## src/rtl/muldiv_iter_unit_if.sv

```systemverilog
// Issue/result bundle between the pipeline (master) and muldiv_iter_unit (slave).
interface muldiv_iter_unit_if #(parameter int WIDTH = 32);
  logic             start;
  logic [3:0]       op;
  logic [WIDTH-1:0] a;
  logic [WIDTH-1:0] b;
  logic             cancel;
  logic             busy;
  logic             done;
  logic [WIDTH-1:0] hi;
  logic [WIDTH-1:0] lo;

  modport master (output start, op, a, b, cancel, input busy, done, hi, lo);
  modport slave  (input start, op, a, b, cancel, output busy, done, hi, lo);
endinterface

```

## src/rtl/muldiv_iter_unit.sv

```systemverilog
// HI/LO multiply/divide unit: delayed multiply commit, restoring divider, cancel.
// Define MULDIV_MADD_EN to enable MADD/MADDU/MSUB/MSUBU (ops 7-10).
module muldiv_iter_unit #(
  parameter int WIDTH       = 32,
  parameter int MULT_CYCLES = 5
) (
  input logic               clk,
  input logic               reset,
  muldiv_iter_unit_if.slave bus
);
  localparam int CMAX = (WIDTH > MULT_CYCLES) ? WIDTH : MULT_CYCLES;
  localparam int CW   = $clog2(CMAX + 1);

  localparam logic [3:0] OP_MULT  = 4'd1, OP_MULTU = 4'd2, OP_DIV   = 4'd3,
                         OP_DIVU  = 4'd4, OP_MTHI  = 4'd5, OP_MTLO  = 4'd6;

  typedef enum logic [1:0] {IDLE, MUL_WAIT, DIV_RUN, DIV_FIX} state_e;

  state_e               state_q;
  logic [CW-1:0]        cnt_q;
  logic                 busy_q, done_q;
  logic [WIDTH-1:0]     hi_q, lo_q;
  logic [2*WIDTH-1:0]   prod_q;
  logic [WIDTH-1:0]     dvs_q, quo_q, rem_q;
  logic                 qneg_q, rneg_q, dz_q;

  logic                 is_mul, is_div, is_sgn, is_mthi, is_mtlo, accept;
  logic [2*WIDTH-1:0]   a_ext, b_ext, prod, mul_res;
  logic [WIDTH-1:0]     a_abs, b_abs, q_fin, r_fin;
  logic [WIDTH:0]       r_sh, diff;

`ifdef MULDIV_MADD_EN
  typedef enum logic [1:0] {ACC_NONE, ACC_ADD, ACC_SUB} acc_e;
  acc_e acc_d, acc_q;
`endif

  always_comb begin
    is_mul  = 1'b0;
    is_div  = 1'b0;
    is_sgn  = 1'b0;
    is_mthi = 1'b0;
    is_mtlo = 1'b0;
`ifdef MULDIV_MADD_EN
    acc_d   = ACC_NONE;
`endif
    case (bus.op)
      OP_MULT:  begin is_mul = 1'b1; is_sgn = 1'b1; end
      OP_MULTU: is_mul = 1'b1;
      OP_DIV:   begin is_div = 1'b1; is_sgn = 1'b1; end
      OP_DIVU:  is_div = 1'b1;
      OP_MTHI:  is_mthi = 1'b1;
      OP_MTLO:  is_mtlo = 1'b1;
`ifdef MULDIV_MADD_EN
      4'd7:     begin is_mul = 1'b1; is_sgn = 1'b1; acc_d = ACC_ADD; end
      4'd8:     begin is_mul = 1'b1; acc_d = ACC_ADD; end
      4'd9:     begin is_mul = 1'b1; is_sgn = 1'b1; acc_d = ACC_SUB; end
      4'd10:    begin is_mul = 1'b1; acc_d = ACC_SUB; end
`endif
      default: ;
    endcase
  end

  assign accept = bus.start & ~busy_q & ~bus.cancel;

  // Sign/zero-extend to 2*WIDTH so one unsigned multiply covers both flavours.
  assign a_ext = is_sgn ? {{WIDTH{bus.a[WIDTH-1]}}, bus.a} : {{WIDTH{1'b0}}, bus.a};
  assign b_ext = is_sgn ? {{WIDTH{bus.b[WIDTH-1]}}, bus.b} : {{WIDTH{1'b0}}, bus.b};
  assign prod  = a_ext * b_ext;

  assign a_abs = (is_sgn & bus.a[WIDTH-1]) ? -bus.a : bus.a;
  assign b_abs = (is_sgn & bus.b[WIDTH-1]) ? -bus.b : bus.b;

  // Restoring step: remainder stays below the divisor, so WIDTH bits hold it.
  assign r_sh  = {rem_q, quo_q[WIDTH-1]};
  assign diff  = r_sh - {1'b0, dvs_q};
  assign q_fin = qneg_q ? -quo_q : quo_q;
  assign r_fin = rneg_q ? -rem_q : rem_q;

`ifdef MULDIV_MADD_EN
  always_comb begin
    case (acc_q)
      ACC_ADD: mul_res = {hi_q, lo_q} + prod_q;
      ACC_SUB: mul_res = {hi_q, lo_q} - prod_q;
      default: mul_res = prod_q;
    endcase
  end
`else
  assign mul_res = prod_q;
`endif

  always_ff @(posedge clk) begin
    if (reset) begin
      state_q <= IDLE;
      cnt_q   <= '0;
      busy_q  <= 1'b0;
      done_q  <= 1'b0;
      hi_q    <= '0;
      lo_q    <= '0;
      prod_q  <= '0;
      dvs_q   <= '0;
      quo_q   <= '0;
      rem_q   <= '0;
      qneg_q  <= 1'b0;
      rneg_q  <= 1'b0;
      dz_q    <= 1'b0;
`ifdef MULDIV_MADD_EN
      acc_q   <= ACC_NONE;
`endif
    end else begin
      done_q <= 1'b0;
      if (state_q != IDLE && bus.cancel) begin
        state_q <= IDLE;
        busy_q  <= 1'b0;
      end else begin
        case (state_q)
          IDLE: if (accept) begin
            if (is_mthi) hi_q <= bus.a;
            if (is_mtlo) lo_q <= bus.a;
            if (is_mul) begin
              prod_q  <= prod;
              cnt_q   <= CW'(MULT_CYCLES);
              state_q <= MUL_WAIT;
              busy_q  <= 1'b1;
`ifdef MULDIV_MADD_EN
              acc_q   <= acc_d;
`endif
            end
            if (is_div) begin
              dvs_q   <= b_abs;
              quo_q   <= a_abs;
              rem_q   <= '0;
              qneg_q  <= is_sgn & (bus.a[WIDTH-1] ^ bus.b[WIDTH-1]);
              rneg_q  <= is_sgn & bus.a[WIDTH-1];
              dz_q    <= (bus.b == '0);
              cnt_q   <= CW'(WIDTH);
              state_q <= (bus.b == '0) ? DIV_FIX : DIV_RUN;
              busy_q  <= 1'b1;
            end
          end
          MUL_WAIT: begin
            if (cnt_q == CW'(1)) begin
              {hi_q, lo_q} <= mul_res;
              done_q  <= 1'b1;
              busy_q  <= 1'b0;
              state_q <= IDLE;
            end
            cnt_q <= cnt_q - CW'(1);
          end
          DIV_RUN: begin
            if (!diff[WIDTH]) begin
              rem_q <= diff[WIDTH-1:0];
              quo_q <= {quo_q[WIDTH-2:0], 1'b1};
            end else begin
              rem_q <= r_sh[WIDTH-1:0];
              quo_q <= {quo_q[WIDTH-2:0], 1'b0};
            end
            if (cnt_q == CW'(1)) state_q <= DIV_FIX;
            cnt_q <= cnt_q - CW'(1);
          end
          DIV_FIX: begin
            if (!dz_q) begin
              lo_q   <= q_fin;
              hi_q   <= r_fin;
              done_q <= 1'b1;
            end
            busy_q  <= 1'b0;
            state_q <= IDLE;
          end
          default: state_q <= IDLE;
        endcase
      end
    end
  end

  assign bus.busy = busy_q;
  assign bus.done = done_q;
  assign bus.hi   = hi_q;
  assign bus.lo   = lo_q;
endmodule

```

## src/flat_wrapper.sv

```systemverilog
// flat-port wrapper written by rule: the top's interface ports become plain ports
module muldiv_iter_unit_flat 
#(
  parameter int WIDTH       = 32,
  parameter int MULT_CYCLES = 5
)
  (clk, reset, bus_start, bus_op, bus_a, bus_b, bus_cancel, bus_busy, bus_done, bus_hi, bus_lo);
  muldiv_iter_unit_if #(.WIDTH(WIDTH)) bus_i ();
  input logic clk;
  input logic reset;
  input wire logic [$bits(bus_i.start)-1:0] bus_start;
  input wire logic [$bits(bus_i.op)-1:0] bus_op;
  input wire logic [$bits(bus_i.a)-1:0] bus_a;
  input wire logic [$bits(bus_i.b)-1:0] bus_b;
  input wire logic [$bits(bus_i.cancel)-1:0] bus_cancel;
  output wire logic [$bits(bus_i.busy)-1:0] bus_busy;
  output wire logic [$bits(bus_i.done)-1:0] bus_done;
  output wire logic [$bits(bus_i.hi)-1:0] bus_hi;
  output wire logic [$bits(bus_i.lo)-1:0] bus_lo;
  assign bus_i.start = bus_start;
  assign bus_i.op = bus_op;
  assign bus_i.a = bus_a;
  assign bus_i.b = bus_b;
  assign bus_i.cancel = bus_cancel;
  assign bus_busy = bus_i.busy;
  assign bus_done = bus_i.done;
  assign bus_hi = bus_i.hi;
  assign bus_lo = bus_i.lo;
  muldiv_iter_unit #(.WIDTH(WIDTH), .MULT_CYCLES(MULT_CYCLES)) u_core (.clk(clk), .reset(reset), .bus(bus_i));
endmodule
```

## config.mk

```make
export PLATFORM = sky130hd
export DESIGN_NAME = muldiv_iter_unit_flat
export DESIGN_NICKNAME = d
export VERILOG_FILES = /design/src/rtl/muldiv_iter_unit_if.sv /design/src/rtl/muldiv_iter_unit.sv /design/src/flat_wrapper.sv
export SDC_FILE = /design/constraint.sdc
export NUM_CORES = 2
export LEC_CHECK = 0
export BUFFER_PORTS_ARGS = -buffer_cell sky130_fd_sc_hd__buf_2
export CELL_PAD_IN_SITES_DETAIL_PLACEMENT = 0
export CELL_PAD_IN_SITES_GLOBAL_PLACEMENT = 1
export CORE_MARGIN = 2
export CORE_UTILIZATION = 47
export CTS_BUF_LIST = sky130_fd_sc_hd__clkbuf_4
export DETAILED_ROUTE_END_ITERATION = 6
export GPL_ROUTABILITY_DRIVEN = 0
export HOLD_SLACK_MARGIN = 0.06
export PLACE_DENSITY = 0.92
export RECOVER_POWER = 25
export SYNTH_ARGS = -nofsm -noshare
export SYNTH_HDL_FRONTEND = slang
export SYNTH_SLANG_ARGS = --single-unit
```

## constraint.sdc

```tcl
create_clock -name clk -period 11 [get_ports clk]
set_input_delay 1.1 -clock clk [delete_from_list [all_inputs] [get_ports clk]]
set_output_delay 1.1 -clock clk [all_outputs]
set_load 0.01 [all_outputs]
```

==> summary.md <==
| Metric | Value |
|---|---|
| DP Wirelength | 160000 µm |
| Sink Count | 237 |
| Io pins | 138 |
| Port Buf Inserts | 137 |
| RSZ-0062 raised after global routing | no |
| Antenna violations before repair | 17 |
| Die Ht | 367 µm |
| DR pass1 iterations | 6 |
| Setup bufs post-CTS | 0 |
| Vias per cell | 5.61 |
| Final Hold Fails | 0 |
| Starting density of the core | 47.2% |
| DR WL/cell | 22.2 µm |
| Setup Crit Path Kind | input pin to flip-flop |
| TritonCTS Buffers | 60 |
| CTS tree | done |
| Crit Path Max Fanout | 36 |
| Syn Area/Cell | 8.73 µm² |
| Ratio of cells with drive above 1 in the final layout | 4.55% |
| Die area | 135000 µm² |
| Slowest-stage cell, CP | nor3b_2 |
| Number of global-route vias before repair | 52500 |
| Worst Path Arrival | 11130 ps |
| Worst-Margin Slew | 2760 ps |
| Initial drt markers | 4304 |
| Final std cells w/o fill | 8801 |
| Area growth syn-to-layout | 4.92% |
| Count leader, synth | inv_1 |
| Worst Path Required | 11680 ps |
| Row count | 133 |
| Unique cell type count in the Yosys netlist | 82 |
| Reg clk slew, reported paths | 80 ps |
| DRT antenna net count | 0 |
| Pins Over Slew Limit | 130 |
| Ys Warns | 0 |
| Top cell type's share of synthesized area | 45.9% |
| Cells after DPL | 8688 |
| Clk_skew | 61.6 ps |
| Largest net degree at the start of global routing | 84 |
| Worst Hold Slack | 454 ps |
| Setup TNS | 0 ps |
| Min Tclk post-route | 10450 ps |
| CP endpoint kind | flip-flop |
| CP dominant cell by count | fa_1 |
| Outcome | finished with violations |
| Synth Net Count | 8935 |
| Register area share after synthesis | 7.66% |
| CTS Root Cell | clkbuf_4 |
| Synth top area cells | fa_1 (46%), inv_1 (9.8%), dfxtp_1 (7.7%), ha_1 (7.1%), nand2_1 (6.4%) |
| Max-cap violation count | 3 |
| Relative max-transition margin | -84.0% |
| Post-synthesis register bit count | 237 |
| Global-route wire length before repair | 304000 µm |
| Prevailing post-synth register cell | dfxtp_1 |
| Synthesized area | 61900 µm² |
| Post-synth EDFFs | 0 |
| CP peak stage delay | 720 ps |
| DP Worst Slack | -137 ps |
| Worst skew pair latency | 770 ps |
| F_max | 95.7 MHz |
| Synth area leader | fa_1 |
| Core region area | 131000 µm² |
| Total number of vias | 49400 |
| CTS Buffer Depth | 3 |
| Die X-Extent | 367 µm |
| Failing checks | capacitance limit, slew limit |
| Total Wirelength | 196000 µm |
| Residual DRC count | 0 |
| Final net count | 8840 |
| Hold buffer count at CTS | 0 |
| Ys async rst share | 0% |
| Gr ovfl total | 0 |
| Gate Count Post-Synth | 7090 |
| Most frequent cells after synthesis | inv_1 (1620), fa_1 (1420), nand2_1 (1062), and2_1 (378), ha_1 (353) |
| Hold crit path type | flip-flop to flip-flop |
| GRT Total Usage | 29.4% |
| H-tree Lvls | 2 |
| Crit start category | input pin |
| Resize count post-CTS | 0 |
| # setup viols final | 0 |
| Min setup slack post-route | 550 ps |
| Tcrit/Tclk final | 95.0% |
-- critical path, delay by kind of cell --
kind	cells	cell delay, ps
AND/OR/NAND/NOR	8	2490
adder cells (fa/ha/maj)	11	5510
buffers and inverters	9	800
AO/OA/AOI/OAI	4	1200
-- cells in the final DEF (no fill, tap or decap), drive strengths merged, types with 156 or more instances in the layout --
cell type,instances
a21oi,208
and2,378
buf,187
clkbuf,156
dfxtp,237
fa,1420
ha,353
inv,1621
nand2,1062
nor2,189
o21ai,225
xnor2,165
-- final timing paths --
check                             to          startpoint  slack, ps  cells past startpoint
hold / removal    u_core.mul_res[37]  u_core.mul_res[37]        450                      2
setup / recovery  u_core.mul_res[61]           bus_op[2]        550                     32
hold reg to reg   u_core.mul_res[37]  u_core.mul_res[37]        450                      2
setup reg to reg   u_core.bus.hi[15]   u_core.state_q[1]       6480                      7
-- layer usage --
metal	routed length [µm]	part of all wire [%]	GRT usage, %	vias up
met5	59	0.030	0	-
met4	13600	7.0	17.2	8
met3	17900	9.1	5.37	651
met2	91700	47	48.4	2496
met1	72500	37	36.2	25000
li1	-	-	-	21200
-- state kept, by name (all words and copies together) (netlist names), 2 cells and up --
name            flops
u_core.bus.hi      32
u_core.bus.lo      32
u_core.cnt_q        6
u_core.dvs_q       32
u_core.mul_res     64
u_core.quo_q       32
u_core.rem_q       32
u_core.state_q      2
-- cell type report --
class	count	area, µm²
fillers	12200	66200
multi-input cells	4819	49600
inverters	1621	6080
flip-flops and latches	237	4740
well taps	1755	2200
repair buffers	256	1540
clock buffers	87	653
clock inverters	18	148
diodes	8	20.0
-- per-stage QoR --
step,utilization [%],area (µm²)
global route,49.5,65000
detailed placement,49.0,64300
finish,49.6,65000
floorplan,-,61900
CTS,49.6,65100
global placement,49.0,64300
-- cell families (layout without fill, tap and decap cells) --
logic type      Yosys count  after routing  share of synthesized area (%)
mux                      27             27                          0.436
fa+ha+maj              1775           1775                           53.1
buf+inv                2034           1982                           12.4
xor+xnor                227            227                           3.23
flops                   237            237                           7.66
simple gates           1950           1950                           14.6
compound gates          840            840                           8.62
other cells               0              8                              0
Power is not shown: default switching activity piles up to over one toggle a cycle in this logic, so the estimate is an artifact.
